### src/rtl/seg_display_sched_pkg.sv
// seg_display_sched_pkg: definitions shared by the display scheduler files.
//   state_t       - scheduler states IDLE / ROTATE / URGENT / GAP
//   act_t         - transition chosen in a cycle
//   GAP_CYCLES    - blank cycles inserted on a source change (SEG_SCHED_GAP_EN builds)
//   BLANK_BYTE    - byte driven while nothing is shown
//   idx_width()   - width of a source index, never below 1
package seg_display_sched_pkg;

    typedef enum logic [1:0] {
        IDLE   = 2'd0,
        ROTATE = 2'd1,
        URGENT = 2'd2,
        GAP    = 2'd3
    } state_t;

    typedef enum logic [1:0] {
        ACT_HOLD   = 2'd0,
        ACT_URGENT = 2'd1,
        ACT_ROTATE = 2'd2,
        ACT_IDLE   = 2'd3
    } act_t;

    localparam int         GAP_CYCLES = 1024;
    localparam logic [7:0] BLANK_BYTE = 8'h00;

    function automatic int idx_width(input int n);
        return (n > 1) ? $clog2(n) : 1;
    endfunction

endpackage

### src/rtl/seg_display_sched_if.sv
// seg_display_sched_if: source and display-side signals of the scheduler.
//   src_data    - byte of source i at [8*i+7:8*i]
//   src_valid   - source i wants rotation slots (level)
//   urg_req     - source i requests urgent display (level, held until ack)
//   urg_ack     - one-cycle pulse: request i accepted, its byte captured
//   disp_byte   - byte to the display driver
//   disp_src    - index of the source currently shown
//   disp_urgent - high while an urgent value is shown
//   disp_blank  - high when nothing is shown
// master: producer/driver side, slave: the scheduler.
interface seg_display_sched_if #(
    parameter int N_SRC = 4
);
    localparam int IW = seg_display_sched_pkg::idx_width(N_SRC);

    logic [8*N_SRC-1:0] src_data;
    logic [N_SRC-1:0]   src_valid;
    logic [N_SRC-1:0]   urg_req;
    logic [N_SRC-1:0]   urg_ack;
    logic [7:0]         disp_byte;
    logic [IW-1:0]      disp_src;
    logic               disp_urgent;
    logic               disp_blank;

    modport master (
        output src_data, src_valid, urg_req,
        input  urg_ack, disp_byte, disp_src, disp_urgent, disp_blank
    );

    modport slave (
        input  src_data, src_valid, urg_req,
        output urg_ack, disp_byte, disp_src, disp_urgent, disp_blank
    );

endinterface

### src/rtl/seg_display_sched_rr_pick.sv
// seg_display_sched_rr_pick: combinational round-robin finder.
//   req   - request mask
//   start - index the search starts from
//   incl  - 1: start itself is a candidate; 0: search begins after start
//   found - some request bit matched
//   idx   - first matching index walking upward from start with wrap
// With start=0 and incl=1 this is a plain lowest-index priority encoder.
module seg_display_sched_rr_pick #(
    parameter int N  = 4,
    parameter int IW = 2
) (
    input  logic [N-1:0]  req,
    input  logic [IW-1:0] start,
    input  logic          incl,
    output logic          found,
    output logic [IW-1:0] idx
);

    // Walk candidates from the farthest back to the nearest so the nearest hit wins.
    always_comb begin
        int            c;
        logic [IW-1:0] ci;
        found = 1'b0;
        idx   = '0;
        c     = 0;
        ci    = '0;
        for (int k = N - 1; k >= 0; k--) begin
            c     = int'(start) + k + (incl ? 32'sd0 : 32'sd1);
            c     = (c >= N) ? (c - N) : c;
            ci    = IW'(c);
            found = found | req[ci];
            idx   = req[ci] ? ci : idx;
        end
    end

endmodule

### src/rtl/seg_display_sched.sv
// seg_display_sched: chooses which of N_SRC byte sources drives the shared
// two-digit hex display. Valid sources rotate on a dwell timer; urgent
// requests (acked with a one-cycle pulse) pre-empt rotation for a fixed hold.
//   clk, rst - clock, synchronous active-high reset
//   bus      - seg_display_sched_if.slave (sources in, display/ack out)
// All outputs are registered (1-cycle latency).
// Build option: SEG_SCHED_GAP_EN inserts GAP_CYCLES blank cycles on every
// source change; without it changes take effect on the next edge and
// disp_blank is high only in IDLE.
module seg_display_sched
    import seg_display_sched_pkg::*;
#(
    parameter int N_SRC         = 4,
    parameter int DWELL_CYCLES  = 12000000,
    parameter int URGENT_CYCLES = 24000000
) (
    input  logic               clk,
    input  logic               rst,
    seg_display_sched_if.slave bus
);

    localparam int IW   = idx_width(N_SRC);
    localparam int MAXC = (DWELL_CYCLES > URGENT_CYCLES) ? DWELL_CYCLES : URGENT_CYCLES;
    localparam int TW   = $clog2(MAXC);
    localparam logic [TW-1:0] DWELL_LAST  = TW'(DWELL_CYCLES - 1);
    localparam logic [TW-1:0] URGENT_LAST = TW'(URGENT_CYCLES - 1);

    state_t           state_r, state_s;
    act_t             act_s;
    logic [TW-1:0]    timer_r, timer_s;
    logic [IW-1:0]    rr_ptr_r, rr_ptr_s;   // rotation index, kept through URGENT
    logic [IW-1:0]    rot_idx_s;
    logic [7:0]       disp_byte_r, disp_byte_s;
    logic [IW-1:0]    disp_src_r, disp_src_s;
    logic             disp_urgent_r, disp_urgent_s;
    logic             disp_blank_r, disp_blank_s;
    logic [N_SRC-1:0] urg_ack_r, urg_ack_s;
    logic [7:0]       src_bytes_s [N_SRC];
    logic             sel_found_s, urg_found_s;
    logic [IW-1:0]    sel_idx_s, urg_idx_s;

`ifdef SEG_SCHED_GAP_EN
    localparam int GW = $clog2(GAP_CYCLES);
    logic [GW-1:0] gap_cnt_r, gap_cnt_s;
    state_t        gap_tgt_r, gap_tgt_s;
    logic [7:0]    urg_byte_r, urg_byte_s;
`endif

    for (genvar g = 0; g < N_SRC; g++) begin : g_bytes
        assign src_bytes_s[g] = bus.src_data[8*g +: 8];
    end

    // IDLE searches at/after the pointer; ROTATE and URGENT exit search strictly after it.
    seg_display_sched_rr_pick #(.N(N_SRC), .IW(IW)) u_sel_pick (
        .req   (bus.src_valid),
        .start (rr_ptr_r),
        .incl  (state_r == IDLE),
        .found (sel_found_s),
        .idx   (sel_idx_s)
    );

    seg_display_sched_rr_pick #(.N(N_SRC), .IW(IW)) u_urg_pick (
        .req   (bus.urg_req),
        .start ({IW{1'b0}}),
        .incl  (1'b1),
        .found (urg_found_s),
        .idx   (urg_idx_s)
    );

    // Next state, timer and next registered outputs.
    always_comb begin
        state_s       = state_r;
        timer_s       = timer_r;
        rr_ptr_s      = rr_ptr_r;
        rot_idx_s     = rr_ptr_r;
        act_s         = ACT_HOLD;
        disp_byte_s   = disp_byte_r;
        disp_src_s    = disp_src_r;
        disp_urgent_s = disp_urgent_r;
        disp_blank_s  = disp_blank_r;
        urg_ack_s     = '0;
`ifdef SEG_SCHED_GAP_EN
        gap_cnt_s     = gap_cnt_r;
        gap_tgt_s     = gap_tgt_r;
        urg_byte_s    = urg_byte_r;
`endif
        case (state_r)
            IDLE: begin
                if (urg_found_s) begin
                    act_s = ACT_URGENT;
                end else if (sel_found_s) begin
                    act_s     = ACT_ROTATE;
                    rot_idx_s = sel_idx_s;
                end else begin
                    act_s = ACT_IDLE;
                end
            end
            ROTATE: begin
                // Urgent wins over dwell expiry; a dropped source advances immediately.
                if (urg_found_s) begin
                    act_s = ACT_URGENT;
                end else if (!bus.src_valid[rr_ptr_r] || (timer_r >= DWELL_LAST)) begin
                    if (sel_found_s) begin
                        act_s     = ACT_ROTATE;
                        rot_idx_s = sel_idx_s;
                    end else begin
                        act_s = ACT_IDLE;
                    end
                end else begin
                    timer_s     = timer_r + TW'(1);
                    disp_byte_s = src_bytes_s[rr_ptr_r];
                end
            end
            URGENT: begin
                if (timer_r >= URGENT_LAST) begin
                    if (urg_found_s) begin
                        act_s = ACT_URGENT;
                    end else if (bus.src_valid[rr_ptr_r]) begin
                        act_s     = ACT_ROTATE;
                        rot_idx_s = rr_ptr_r;
                    end else if (sel_found_s) begin
                        act_s     = ACT_ROTATE;
                        rot_idx_s = sel_idx_s;
                    end else begin
                        act_s = ACT_IDLE;
                    end
                end else begin
                    timer_s = timer_r + TW'(1);
                end
            end
`ifdef SEG_SCHED_GAP_EN
            GAP: begin
                // Requests are not arbitrated until the blank interval ends.
                if (gap_cnt_r >= GW'(GAP_CYCLES - 1)) begin
                    state_s      = gap_tgt_r;
                    timer_s      = '0;
                    disp_blank_s = 1'b0;
                    disp_byte_s  = (gap_tgt_r == URGENT) ? urg_byte_r : src_bytes_s[rr_ptr_r];
                end else begin
                    gap_cnt_s = gap_cnt_r + GW'(1);
                end
            end
`endif
            default: begin
                act_s = ACT_IDLE;
            end
        endcase

        case (act_s)
            ACT_URGENT: begin
                urg_ack_s     = N_SRC'(1'b1) << urg_idx_s;
                disp_src_s    = urg_idx_s;
                disp_urgent_s = 1'b1;
                timer_s       = '0;
`ifdef SEG_SCHED_GAP_EN
                urg_byte_s    = src_bytes_s[urg_idx_s];
                state_s       = GAP;
                gap_tgt_s     = URGENT;
                gap_cnt_s     = '0;
                disp_blank_s  = 1'b1;
                disp_byte_s   = BLANK_BYTE;
`else
                state_s       = URGENT;
                disp_blank_s  = 1'b0;
                disp_byte_s   = src_bytes_s[urg_idx_s];
`endif
            end
            ACT_ROTATE: begin
                rr_ptr_s      = rot_idx_s;
                disp_src_s    = rot_idx_s;
                disp_urgent_s = 1'b0;
                timer_s       = '0;
`ifdef SEG_SCHED_GAP_EN
                // Re-showing the same rotating source, or starting from IDLE, needs no gap.
                if ((state_r == URGENT) || ((state_r == ROTATE) && (rot_idx_s != rr_ptr_r))) begin
                    state_s      = GAP;
                    gap_tgt_s    = ROTATE;
                    gap_cnt_s    = '0;
                    disp_blank_s = 1'b1;
                    disp_byte_s  = BLANK_BYTE;
                end else begin
                    state_s      = ROTATE;
                    disp_blank_s = 1'b0;
                    disp_byte_s  = src_bytes_s[rot_idx_s];
                end
`else
                state_s       = ROTATE;
                disp_blank_s  = 1'b0;
                disp_byte_s   = src_bytes_s[rot_idx_s];
`endif
            end
            ACT_IDLE: begin
                state_s       = IDLE;
                timer_s       = '0;
                disp_urgent_s = 1'b0;
                disp_blank_s  = 1'b1;
                disp_byte_s   = BLANK_BYTE;
            end
            default: begin
            end
        endcase
    end

    // State, timer, pointer and output registers.
    always_ff @(posedge clk) begin
        if (rst) begin
            state_r       <= IDLE;
            timer_r       <= '0;
            rr_ptr_r      <= '0;
            disp_byte_r   <= BLANK_BYTE;
            disp_src_r    <= '0;
            disp_urgent_r <= 1'b0;
            disp_blank_r  <= 1'b1;
            urg_ack_r     <= '0;
`ifdef SEG_SCHED_GAP_EN
            gap_cnt_r     <= '0;
            gap_tgt_r     <= IDLE;
            urg_byte_r    <= BLANK_BYTE;
`endif
        end else begin
            state_r       <= state_s;
            timer_r       <= timer_s;
            rr_ptr_r      <= rr_ptr_s;
            disp_byte_r   <= disp_byte_s;
            disp_src_r    <= disp_src_s;
            disp_urgent_r <= disp_urgent_s;
            disp_blank_r  <= disp_blank_s;
            urg_ack_r     <= urg_ack_s;
`ifdef SEG_SCHED_GAP_EN
            gap_cnt_r     <= gap_cnt_s;
            gap_tgt_r     <= gap_tgt_s;
            urg_byte_r    <= urg_byte_s;
`endif
        end
    end

    assign bus.urg_ack     = urg_ack_r;
    assign bus.disp_byte   = disp_byte_r;
    assign bus.disp_src    = disp_src_r;
    assign bus.disp_urgent = disp_urgent_r;
    assign bus.disp_blank  = disp_blank_r;

endmodule

### src/flat_wrapper.sv
// flat-port wrapper written by rule: the top's interface ports become plain ports
module seg_display_sched_flat import seg_display_sched_pkg::*;
#(
    parameter int N_SRC         = 4,
    parameter int DWELL_CYCLES  = 12000000,
    parameter int URGENT_CYCLES = 24000000
)
  (clk, rst, bus_src_data, bus_src_valid, bus_urg_req, bus_urg_ack, bus_disp_byte, bus_disp_src, bus_disp_urgent, bus_disp_blank);
  seg_display_sched_if #(.N_SRC(N_SRC)) bus_i ();
  input  logic clk;
  input  logic rst;
  input wire logic [$bits(bus_i.src_data)-1:0] bus_src_data;
  input wire logic [$bits(bus_i.src_valid)-1:0] bus_src_valid;
  input wire logic [$bits(bus_i.urg_req)-1:0] bus_urg_req;
  output wire logic [$bits(bus_i.urg_ack)-1:0] bus_urg_ack;
  output wire logic [$bits(bus_i.disp_byte)-1:0] bus_disp_byte;
  output wire logic [$bits(bus_i.disp_src)-1:0] bus_disp_src;
  output wire logic [$bits(bus_i.disp_urgent)-1:0] bus_disp_urgent;
  output wire logic [$bits(bus_i.disp_blank)-1:0] bus_disp_blank;
  assign bus_i.src_data = bus_src_data;
  assign bus_i.src_valid = bus_src_valid;
  assign bus_i.urg_req = bus_urg_req;
  assign bus_urg_ack = bus_i.urg_ack;
  assign bus_disp_byte = bus_i.disp_byte;
  assign bus_disp_src = bus_i.disp_src;
  assign bus_disp_urgent = bus_i.disp_urgent;
  assign bus_disp_blank = bus_i.disp_blank;
  seg_display_sched #(.N_SRC(N_SRC), .DWELL_CYCLES(DWELL_CYCLES), .URGENT_CYCLES(URGENT_CYCLES)) u_core (.clk(clk), .rst(rst), .bus(bus_i));
endmodule
### config.mk
export PLATFORM = sky130hd
export DESIGN_NAME = seg_display_sched_flat
export DESIGN_NICKNAME = d
export VERILOG_FILES = /design/src/rtl/seg_display_sched_pkg.sv /design/src/rtl/seg_display_sched_if.sv /design/src/rtl/seg_display_sched_rr_pick.sv /design/src/rtl/seg_display_sched.sv /design/src/flat_wrapper.sv
export SDC_FILE = /design/constraint.sdc
export NUM_CORES = 1
export LEC_CHECK = 0
export BUFFER_PORTS_ARGS = -buffer_cell sky130_fd_sc_hd__buf_2
export CELL_PAD_IN_SITES_DETAIL_PLACEMENT = 0
export CELL_PAD_IN_SITES_GLOBAL_PLACEMENT = 1
export CORE_ASPECT_RATIO = 1.5
export CORE_MARGIN = 4
export CORE_UTILIZATION = 29
export CTS_CLUSTER_DIAMETER = 200
export DETAILED_ROUTE_END_ITERATION = 8
export PLACE_DENSITY_LB_ADDON = 0.25
export SLEW_MARGIN = 20
export SYNTH_ARGS = -nofsm -noshare
export SYNTH_HDL_FRONTEND = slang
export SYNTH_HIERARCHICAL = 1
export SYNTH_SLANG_ARGS = --single-unit
### constraint.sdc
create_clock -name clk -period 4.2 [get_ports clk]
set_input_delay 0.21 -clock clk [delete_from_list [all_inputs] [get_ports clk]]
set_output_delay 0.21 -clock clk [all_outputs]
set_load 0.1 [all_outputs]
* After elaboration in Yosys (flattened, before gate mapping) *
Index checks and enable logic that the tools add are counted.
W data, S select, Z words.

storage, ports and cells
  bits in registers = 45
  input bits = 42
  output and inout port bits = 16

operators by class
  $add $sub $neg = 12
  $lt $le $gt $ge = 14
  equality and inequality tests = 10
  shift-type cells = 1
  multiplexer cells = 60
  bitwise gates (word level) = 10
  reductions and logical operators = 15

operators with widths
  kind                     number
  $mux W25                 3
  $mux W8                  9
  $mux W2                  25
  $pmux W25 S2             1
  $bmux W8 S2              3
  $add A25 B1 Y25 const B  1
  $ge A25 B24 Y1 const B   1
  $ge A25 B25 Y1 const B   1
  $pmux W8 S3              1
  $pmux W2 S3              3
  $lt A2 B3 Y1 const B     5
  $add A3 B1 Y4            3
  $ge A3 B3 Y1 const B     4
  $ge A4 B3 Y1 const B     3
  $bmux W1 S2              5
  $not A2 Y3               3
  $reduce_bool A2 Y1       4
  $sub A2 B1 Y2 const B    4
  $mux W1                  7
  $add A2 B2 Y3 const B    2
  $eq A2 B2 Y1 const B     3
  $ne A2 B2 Y1 const B     3
  $or A1 B1 Y1             6
  $reduce_or A2 Y1         3
  other kinds (17)         19

* Logic depth before layout (Yosys ltp) *
Gate-level depths: netlist (run 1).

  word-level depth = 21
  gate-level depth with buffers = 18
  gate-level depth less buffers = 15

* Hierarchy *
The synthesis (run 1) kept the hierarchy.

modules (own cells, without submodules)
  module                     times used  cells each  area an instance (µm²)  sequential area each (µm²)
  seg_display_sched          1           380         3347.0                  900.9
  seg_display_sched_rr_pick  2           28          205.2                   0.0

* Worst setup path after synthesis (run 1) *
Ideal clock, no wire load.

  path type = register to register
  start point = register u_core.state_r[1]
  end point = register u_core.disp_byte_r[0] (netlist: u_core/bus.disp_byte[0])
  library setup time = 0.144 ns
  arrival time = 3.413 ns
  data required time = 4.056 ns
  setup slack = 0.643 ns
  cell stages (with the launch flop) = 18
  period minus slack after synthesis = 3.557 ns
  cells stage by stage = dfxtp_1 -> buf_1 -> nor2_1 -> inv_1 -> ha_1 -> xnor2_1 -> mux2i_1 -> a21o_1 -> o311ai_2 -> mux2i_1 -> nand2_1 -> o31a_1 -> a31oi_4 -> o22a_1 -> buf_6 -> mux2_1 -> a221oi_1 -> o32ai_1

between the ends
  word-level cells in the longest chain between the ends = 21

RTL lines
  item                                            RTL line                         text
  start: declaration                              seg_display_sched.sv:28          state_t state_r, state_s;
  start signal: assignment                        seg_display_sched.sv:221         state_r <= state_s;
  $logic_not A2 Y1 (*)                            seg_display_sched.sv:57          .incl (state_r == IDLE),
  $mux W1 (*)                                     seg_display_sched_rr_pick.sv:28  c = int'(start) + k + (incl ? 32'sd0 : 32'sd1);
  $add A3 B1 Y4                                   seg_display_sched_rr_pick.sv:28
  $ge A4 B3 Y1 or $sub A2 B1 Y2 (tied branches)   seg_display_sched_rr_pick.sv:29  c = (c >= N) ? (c - N) : c;
  $mux W2                                         seg_display_sched_rr_pick.sv:29
  $bmux W1 S2                                     seg_display_sched_rr_pick.sv:32  idx = req[ci] ? ci : idx;
  $mux W1 (implied by the code)                   seg_display_sched_rr_pick.sv:32
  $mux W2 (3 in a row)                            seg_display_sched_rr_pick.sv:32
  [1 not listed]                                  --
  via u_core.sel_idx_s[0]                         seg_display_sched.sv:40          logic [IW-1:0] sel_idx_s, urg_idx_s;
  [1 not listed]                                  --
  $mux W2                                         seg_display_sched.sv:118         end else if (bus.src_valid[rr_ptr_r]) begin
  $mux W2                                         seg_display_sched.sv:116         if (urg_found_s) begin
  $mux W2                                         seg_display_sched.sv:115         if (timer_r >= URGENT_LAST) begin
  $pmux W2 S3 (*)                                 seg_display_sched.sv:87          case (state_r)
  $not A2 Y3 (implied by the code) (*)            seg_display_sched.sv:189         disp_byte_s = src_bytes_s[rot_idx_s];
  $bmux W8 S2 (*)                                 seg_display_sched.sv:189
  $mux W8 (implied by the code) (*) (2 in a row)  seg_display_sched.sv:189
  $pmux W8 S3 (*)                                 seg_display_sched.sv:149         case (act_s)
  end signal: assignment                          seg_display_sched.sv:224         disp_byte_r <= disp_byte_s;
  end: declaration                                seg_display_sched.sv:33          logic [7:0] disp_byte_r, disp_byte_s;

The timed path passes the listed nets; every way through them passes the cells marked *. The select of a mux whose other input is x is not followed.
A chain may end at the register's enable or synchronous reset.

* Worst setup path in the final report (run 1) *
  start point = register u_core.state_r[0]
  end point = register u_core.disp_byte_r[4] (netlist: u_core/bus.disp_byte[4])

Same word-level chain as after synthesis.

==> results.md, run 1 <==
- The share of total power in sequential cells is 0.341.
- The number of I/O port buffers is 57.
- The worst pin sits at a relative slew slack of 0.397.
- The flow ran to the end, and the final reports show no timing, DRC or antenna violations.
- The min-delay analysis places its worst path in the category in2reg.
- Walking the worst path, the cells encountered are nor2_1, inv_1, ha_1, xnor2_1, mux2i_1, a21o_1, o311ai_2, mux2i_1, nand2_1, o31a_1, a31oi_4, o22a_1, buf_4, mux2_1, a221oi_1, o32ai_1.
- The initial antenna violation count is 0.
- The fraction of post-synthesis cell area in the top cell type by area is 0.240.
- The first TritonRoute pass finished after 4 iterations.
- The kind of critical path is reg2reg.
- The clock passes through at most 2 buffers.
- The worst path setup slack after routing is 293 ps.
- The final antenna-violating net count is 0.
- After synthesis, the mean cell area works out to approximately 8.6 sq um.
- In the synthesized netlist, the cells that appear most often are 58 x sky130_fd_sc_hd__nor2_1, 45 x sky130_fd_sc_hd__dfxtp_1, 33 x sky130_fd_sc_hd__inv_1.
- The clock period minus worst slack is 3910 ps.
- For this run, the top clock speed supported by timing is 0.256 GHz.
- The detail-routed via count per cell is 5.48.
- The total non-filler cell area in the finished layout is 0.00438 sq mm.
- The count of mapped cells out of synthesis is 436.
- From bottom edge to top edge, the die measures 147 um.
- The H-tree was split into 2 levels.
- The final hold slack is approximately 260 ps.
- The worst setup path is captured at a flop.
- The clock arrives with 8.29 ps of skew.
- The worst-path cell with the longest stage delay is sky130_fd_sc_hd__dfxtp_1.
- The clock group share of total power is 0.292.
- The clock reaches the later pin of the worst-skew pair after 290 ps.
- The flop and latch count out of synthesis is 45.
- The CTS buffer count is 5.
- At the end of the flow the core is filled with cells to 0.348.
- In this run the worst path has a maximum fanout of 11.
- The worst-case IR drop observed on VDD is around 170 uV.
- Setup violations remaining at the end of the flow were counted as 0.
- The critical path contains buffers and inverters numbering 2 combined.
- The via count is around 3.6k.
- Across the run, the number of max-cap violations was 0.
- 58 I/O pins were placed.
- The most used standard cell by instance count after synthesis is sky130_fd_sc_hd__nor2_1.
- The fraction of power spent switching nets is 0.379.
- The die area is 0.0149 sq mm.
- The initial utilization of the core area, before any placement, comes to 0.299.
- The area of the mapped netlist is 0.00376 sq mm.
- The count of unique library cells instantiated by Yosys is 68.
- The number of design rule violations left after detail routing is 0.
- After synthesis, the share of flip-flops with an asynchronous set or reset is 0.
- The type of origin of the critical path is a flop.
- The first-pass GRT wire length is 18.1 mm.
- The worst stage delay on the critical path is 410 ps.
- Yosys printed 6 warnings.
- Setup repair after global routing left no endpoint under its margin.
- The area inside the core boundary is 0.0126 sq mm.
- After global routing the overflow that remains totals 0.
- The horizontal die dimension is 101 um.
- 0 antenna diodes ended up in the layout.
- The total number of nets in the final design is 546.
- CTS saw 45 sinks.
- The synthesized design spends more area on one cell type than any other, namely sky130_fd_sc_hd__dfxtp_1.
- The family with the most delay on the worst path is compound AO/OA/AOI/OAI gates.
- STA puts the critical path data required time at 4330 ps.
- For this run, the total global-route usage over all layers was measured as 0.150.
- The post-detailed-placement half-perimeter wirelength is 8.36 mm.
- Counting the fill cells in the layout gives roughly 1.3k.
- The number of global-route vias before repair is 3602.
- The layout overhead on the synthesized area is 16.5%.
- Once the clock tree was built, the resizer swapped 0 gates to a different size.
- For this design the ratio of total power to cell area is between 300 and 400 mW/mm^2.
- The clock slew seen by the registers of the worst setup and hold paths is 70 ps.
- The number of hold buffers added after cts is 0.
- At the pin with the least slew margin, the transition time is ~900 ps.
- The placed cell area is 0.00424 sq mm.
- The aggregate routed wire length is between 10 and 15 mm.
- The final cycle utilization of the critical path is 0.930.
- The arrival time at the worst endpoint is 4030 ps.
- The starting DRC count in detailed routing is 198.
- For this run, the register share of the synthesized area comes to 0.240.
- The pin count of the biggest net entering global routing is 26.
- In the final routed layout, each cell accounts on average for 16.9 um.
- The commonest register cell after synthesis is sky130_fd_sc_hd__dfxtp_1.
- Counting stages on the worst path, the most repeated cell is sky130_fd_sc_hd__mux2i_1.
- The net load switching power is 511 uW.
- The clock root buffer is sky130_fd_sc_hd__clkbuf_16.
- The internal cell power is between 800 and 900 uW.
- In the final timing run, aggregate negative setup slack is 0 ps.
- The worst setup slack after placement is 298 ps.
- Ranked by total cell area, the synthesized netlist is headed by sky130_fd_sc_hd__dfxtp_1 24%, sky130_fd_sc_hd__mux4_2 10%, sky130_fd_sc_hd__nor2_1 5.8%.
- The final weighted congestion in routability-driven placement is 0.847.
- Post-CTS timing repair inserted 0 buffers for setup.
- The count of final hold-check violations is 0.
- TritonCTS built the clock tree.
- In the final layout, the share of cells above drive strength 1 is 0.231.
- After floorplanning, the core was divided into 50 placement rows.
- The count of final max-slew check failures is 0.
- Yosys mapped a number of flops with a built-in enable equal to 0.
- In this run the static leakage power is 1.68 nW.
- The combinational share of power is 0.367.
## registers in the layout, indices dropped and copies added, names as in the netlist
signal / flops
u_core/state_r: 2
u_core/bus.urg_ack: 4
u_core/bus.disp_urgent: 1
u_core/bus.disp_byte: 8
u_core/bus.disp_blank: 1
u_core/bus.disp_src: 2
u_core/timer_r: 25
u_core/rr_ptr_r: 2
## logic make-up (layout without fill, tap and decap cells)
| family | Yosys count | after routing | share of synthesized area |
|---|---|---|---|
| DFF | 45 | 45 | 0.240 |
| adders and majority gates | 8 | 8 | 0.0266 |
| muxes | 40 | 40 | 0.170 |
| other | 2 | 8 | 0.00200 |
| AOI/OAI and AO/OA | 100 | 100 | 0.217 |
| and+or+nand+nor | 157 | 157 | 0.213 |
| xor gates and xnor gates | 28 | 28 | 0.0653 |
| buffers and inverters | 56 | 111 | 0.0656 |
## metal layers
metal / up-vias / global-route usage / wire length, um
li1: 1740 / - / -
met1: 1745 / 0.168 / 4300
met2: 81 / 0.281 / 6100
met3: 14 / 0.0255 / 442
met4: 0 / 0.0459 / 173
met5: - / 0 / 0
## cells in the final DEF (no fill, tap or decap), types with 11 or more instances in the layout
cell,count
sky130_fd_sc_hd__a21oi_1,16
sky130_fd_sc_hd__and2_1,12
sky130_fd_sc_hd__buf_2,57
sky130_fd_sc_hd__buf_4,13
sky130_fd_sc_hd__dfxtp_1,45
sky130_fd_sc_hd__inv_1,33
sky130_fd_sc_hd__mux2i_1,11
sky130_fd_sc_hd__mux4_2,17
sky130_fd_sc_hd__nand2_1,22
sky130_fd_sc_hd__nand4_1,11
sky130_fd_sc_hd__nor2_1,58
sky130_fd_sc_hd__o211ai_1,14
sky130_fd_sc_hd__xnor2_1,15
sky130_fd_sc_hd__xor2_1,13
## cell type report
cell class / count / area, sq um / share of cell area
Clock inverter: 1 / 7.51 / 0.00172
Inverter: 33 / 124 / 0.0283
Clock buffer: 7 / 133 / 0.0303
Timing Repair Buffer: 70 / 383 / 0.0875
Tap cell: 156 / 195 / 0.0446
Multi-Input combinational cell: 341 / 2630 / 0.602
Sequential cell: 45 / 901 / 0.206
## power groups by stage
stage / registers (mW) / logic [mW] / clock network [mW]
floorplan: 0.602 / 0.243 / 0
detailed placement: 0.469 / 0.496 / 0
global placement: 0.469 / 0.491 / 0
CTS: 0.460 / 0.497 / 0.409
finish: 0.459 / 0.495 / 0.393
global route: 0.461 / 0.531 / 0.429
## per-stage QoR
stage	power, mW	instances
after CTS	1.37	653
final	1.35	653
after detailed placement	0.965	645
after global placement	0.960	645
after floorplan	0.845	442
after global routing	1.42	653
## final timing paths
check	startpoint	end	slack (ps)	cells past startpoint
min reg2reg	u_core/bus.disp_byte[2]$_SDFFE_PP0P_	u_core/bus.disp_byte[2]$_SDFFE_PP0P_	460	2
max reg2reg	u_core/state_r[0]$_SDFFE_PP0P_	u_core/bus.disp_byte[4]$_SDFFE_PP0P_	290	16
max	u_core/state_r[0]$_SDFFE_PP0P_	u_core/bus.disp_byte[4]$_SDFFE_PP0P_	290	16
min	rst	u_core/bus.disp_src[1]$_SDFFE_PP0P_	260	2
(Power assumes the default switching activity.)
==> run 2, diff against run 1 <==
Settings changed: CORE_UTILIZATION 29 to 42.
==> results.md, run 2 (synthesis gave the netlist of run 1 again) <==
- The flow ran to the end, and the final reports show no timing, DRC or antenna violations.
- The post-CTS setup buffer count is 0 (unchanged).
- The post-cts resize count came to 0 (unchanged).
- The utilization after layout is 0.494 (+0.146).
- The number of I/O port buffers is 57 (unchanged).
- The internal cell power was 836 uW (about the same).
- Setup repair after global routing left no endpoint under its margin.
- The net load switching power is 514 uW (+0.71%).
- The total non-filler cell area in the finished layout is 0.00433 sq mm (-0.97%).
- The number of levels in the clock H-tree is 2 (unchanged).
- The worst min-delay path startpoint is rst.
- The startpoint identified for the worst register-to-register timing path is u_core/state_r[0]$_SDFFE_PP0P_.
- The static leakage power is 1.69 nW (+0.73%).
- The clock tree from TritonCTS is yes.
- The launch point of the critical path is u_core/state_r[0]$_SDFFE_PP0P_.
- The fraction of power spent switching nets came to 0.381 (+0.00185).
- The total negative setup slack is 0 ps (unchanged).
- The number of design rule violations left after detail routing came to 0 (unchanged).
- The latest clock arrival within the worst-skew pair is 290 ps (about the same).
- The pin count of the biggest net entering global routing is 26 (unchanged).
- The final hold slack is 259 ps (-1.69 ps).
- The first-pass GRT wire length is 16.7 mm (-7.6%).
- The post-placement cell count is 600 (-7.0%).
- The TritonCTS sink count is 45 (unchanged).
- The library cells used most frequently in the layout, excluding fill and tap cells, are 58 x sky130_fd_sc_hd__nor2_1, 57 x sky130_fd_sc_hd__buf_2, 44 x sky130_fd_sc_hd__dfxtp_1, 33 x sky130_fd_sc_hd__inv_1, 22 x sky130_fd_sc_hd__nand2_1.
- The number of setup violations in the final report is 0 (unchanged).
- The number of global-route vias before repair is 3430 (-4.8%).
- The total number of nets in the final design is 547 (+0.18%).
- The register with the most flip-flops in the final layout is u_core/timer_r.
- The final antenna-violating net count came to 0 (unchanged).
- The max-capacitance violation count is 0 (unchanged).
- The number of hold buffers added after cts was 0 (unchanged).
- The maximum operating frequency is 0.260 GHz (+1.5%).
- The clock slew seen by the registers of the worst setup and hold paths is 70 ps (about the same).
- The count of non-filler cells in the finished layout is 608 (-6.9%).
- The count of final max-slew check failures is 0 (unchanged).
- The highest routed metal layer is met4.
- The destination of the worst hold path is u_core/state_r[1]$_SDFFE_PP0P_.
- The critical register-to-register path endpoint is u_core/bus.disp_byte[4]$_SDFFE_PP0P_.
- The met3 layer wire length in the routed design is 446 um (+0.90%).
- The path class of the lowest-slack min-delay path is in2reg.
- The clock period minus worst slack is 3850 ps (-58.2 ps).
- The setup skew after layout came to 6.99 ps (-1.30 ps).
- The arrival time at the worst endpoint is 3990 ps (-40 ps).
- The chip height was 124 um (-16%).
- The share of total power in sequential cells is 0.343 (+0.002).
- The aggregate routed wire length was 10.2 mm (-7.0%).
- The count of final hold-check violations is 0 (unchanged).
- The top fanout value on the critical path is 18 (+7).
- The length of routed met2 wiring is 5.39 mm (-12%).
- The horizontal die dimension is 85.2 um (-16%).
- The number of flip-flops in the largest register was 25 (unchanged).
- The area inside the core boundary is 0.00878 sq mm (-30%).
- The average wire per standard cell was 16.9 um (about the same).
- The power density relative to cell area came to 312 mW/mm^2 (+1.2%).
- The post-detailed-placement half-perimeter wirelength is 7.62 mm (-8.8%).
- The CTS buffer count is 5 (unchanged).
- The library cell used most frequently in the layout, excluding fill and tap cells, is sky130_fd_sc_hd__nor2_1.
- The worst setup path is of the reg2reg kind.
- The combinational share of power is 0.358 (-0.009).
- The effective utilization at floorplan came to 0.428 (+0.129).
- The path depth of the worst reg2reg path came to 16 (unchanged).
- The aggregate global-route resource usage is 0.195 (+0.0455).
- The detail-routed via count per cell is 5.80 (+5.7%).
- The cell sitting at the root of the clock tree is a sky130_fd_sc_hd__clkbuf_16.
- The total routed wire length on the met1 layer was 4.25 mm (-1.3%).
- The fraction of final layout cells with drive strength greater than 1 is 0.239 (+0.00757).
- The initial antenna violation count is 0 (unchanged).
- The worst-case clock buffer depth is 2 (unchanged).
- The worst path setup slack after routing is 351 ps (+58.2 ps).
- The total design power is 1.35 mW (+0.22%).
- STA classifies the critical path startpoint as a flop.
- Relative to the synthesized area, the layout overhead comes to 15.3%.
- The final cycle utilization of the critical path is 0.916 (-0.0138).
- The count of cells along the worst hold path was 2 (unchanged).
- The number of diodes was 0 (unchanged).
- The die area is 0.0106 sq mm (-29%).
- The worst setup slack after placement is 325 ps (+27.2 ps).
- The clock group share of total power is 0.299 (+0.007).
- The kind of capture point of the worst setup path is a flop.
- The number of standard-cell rows in the floorplan was 42 (-16%).
- The total I/O pin count is 58 (unchanged).
- The via count was 3524 (-1.6%).
- The remaining global-route overflow is 0 (unchanged).
- The final weighted congestion in routability-driven placement is 0.906 (+6.9%).
- The number of iterations in the first detailed-routing pass came to 7 (+3).
- The setup slack of the most critical reg-to-reg path is 350 ps (+60 ps).
- The measured slew at the worst slew-check pin is 809 ps (-93.3 ps).
- The worst vdd rail ir drop is 197 uV (+16%).
- The placed cell area came to 0.00419 sq mm (-1.2%).
- The starting DRC count in detailed routing is 201 (+1.5%).
- The worst endpoint required time was 4340 ps (about the same).
- The worst slew margin relative to its limit is 0.455 (+0.0575).
==> run 2: cell types whose count changed in the layout (fill, tap and decap cells not counted), sizes merged <==
cell | previous run | this run
buf | 70 | 71
inv | 33 | 34
clkinv | 0 | 1
clkbuf | 7 | 5
==> run 2: routing by layer <==
metal | track usage | vias to the layer above
li1 | - | 1743
met2 | 0.359 | 94
met5 | 0 | -
met3 | 0.0298 | 15
met4 | 0.0634 | 0
met1 | 0.230 | 1672
==> run 2: power groups by stage <==
stage          Combinational, mW  Sequential [mW]  Clock [mW]
2_1_floorplan              0.243            0.602           0
4_1_cts                    0.484            0.463       0.416
5_1_grt                    0.520            0.466       0.430
6_report                   0.483            0.464       0.403
3_5_place_dp               0.483            0.473           0
3_3_place_gp               0.479            0.473           0
==> run 2: how the worst max path moves through the flow <==
| stage | endpoint | depth (start not counted) | slack, ps |
|---|---|---|---|
| final | u_core/bus.disp_byte[4]$_SDFFE_PP0P_ | 16 | 350 |
| after global routing | u_core/bus.disp_byte[4]$_SDFFE_PP0P_ | 16 | 90 |
| after CTS | u_core/bus.disp_byte[1]$_SDFFE_PP0P_ | 16 | 320 |
| after detailed placement | u_core/bus.disp_byte[5]$_SDFFE_PP0P_ | 16 | 330 |
| after global placement | u_core/bus.disp_byte[5]$_SDFFE_PP0P_ | 15 | 440 |
| after floorplan | u_core/bus.disp_byte[0]$_SDFFE_PP0P_ | 17 | 640 |
==> run 2: final cells by class <==
class | instances | area [sq um]
Clock buffer | 5 | 125
Clock inverter | 3 | 21.3
Fill cell | 868 | 4440
Inverter | 33 | 124
Multi-Input combinational cell | 341 | 2630
Sequential cell | 45 | 902
Tap cell | 110 | 138
Timing Repair Buffer | 71 | 390
==> run 2: worst max-delay path, cell delays in order, from the launching register on <==
cell                       delay [ps]
sky130_fd_sc_hd__dfxtp_1          420
sky130_fd_sc_hd__nor2_1           170
sky130_fd_sc_hd__inv_1             60
sky130_fd_sc_hd__ha_1             210
sky130_fd_sc_hd__xnor2_1          330
sky130_fd_sc_hd__mux2i_1          240
sky130_fd_sc_hd__a21o_1           140
sky130_fd_sc_hd__o311ai_2         100
sky130_fd_sc_hd__mux2i_1          250
sky130_fd_sc_hd__nand2_1          120
sky130_fd_sc_hd__o31a_1           280
sky130_fd_sc_hd__a31oi_4          160
sky130_fd_sc_hd__o22a_1           160
sky130_fd_sc_hd__buf_4            250
sky130_fd_sc_hd__mux2_1           360
sky130_fd_sc_hd__a221oi_1         320
sky130_fd_sc_hd__o32ai_1          120
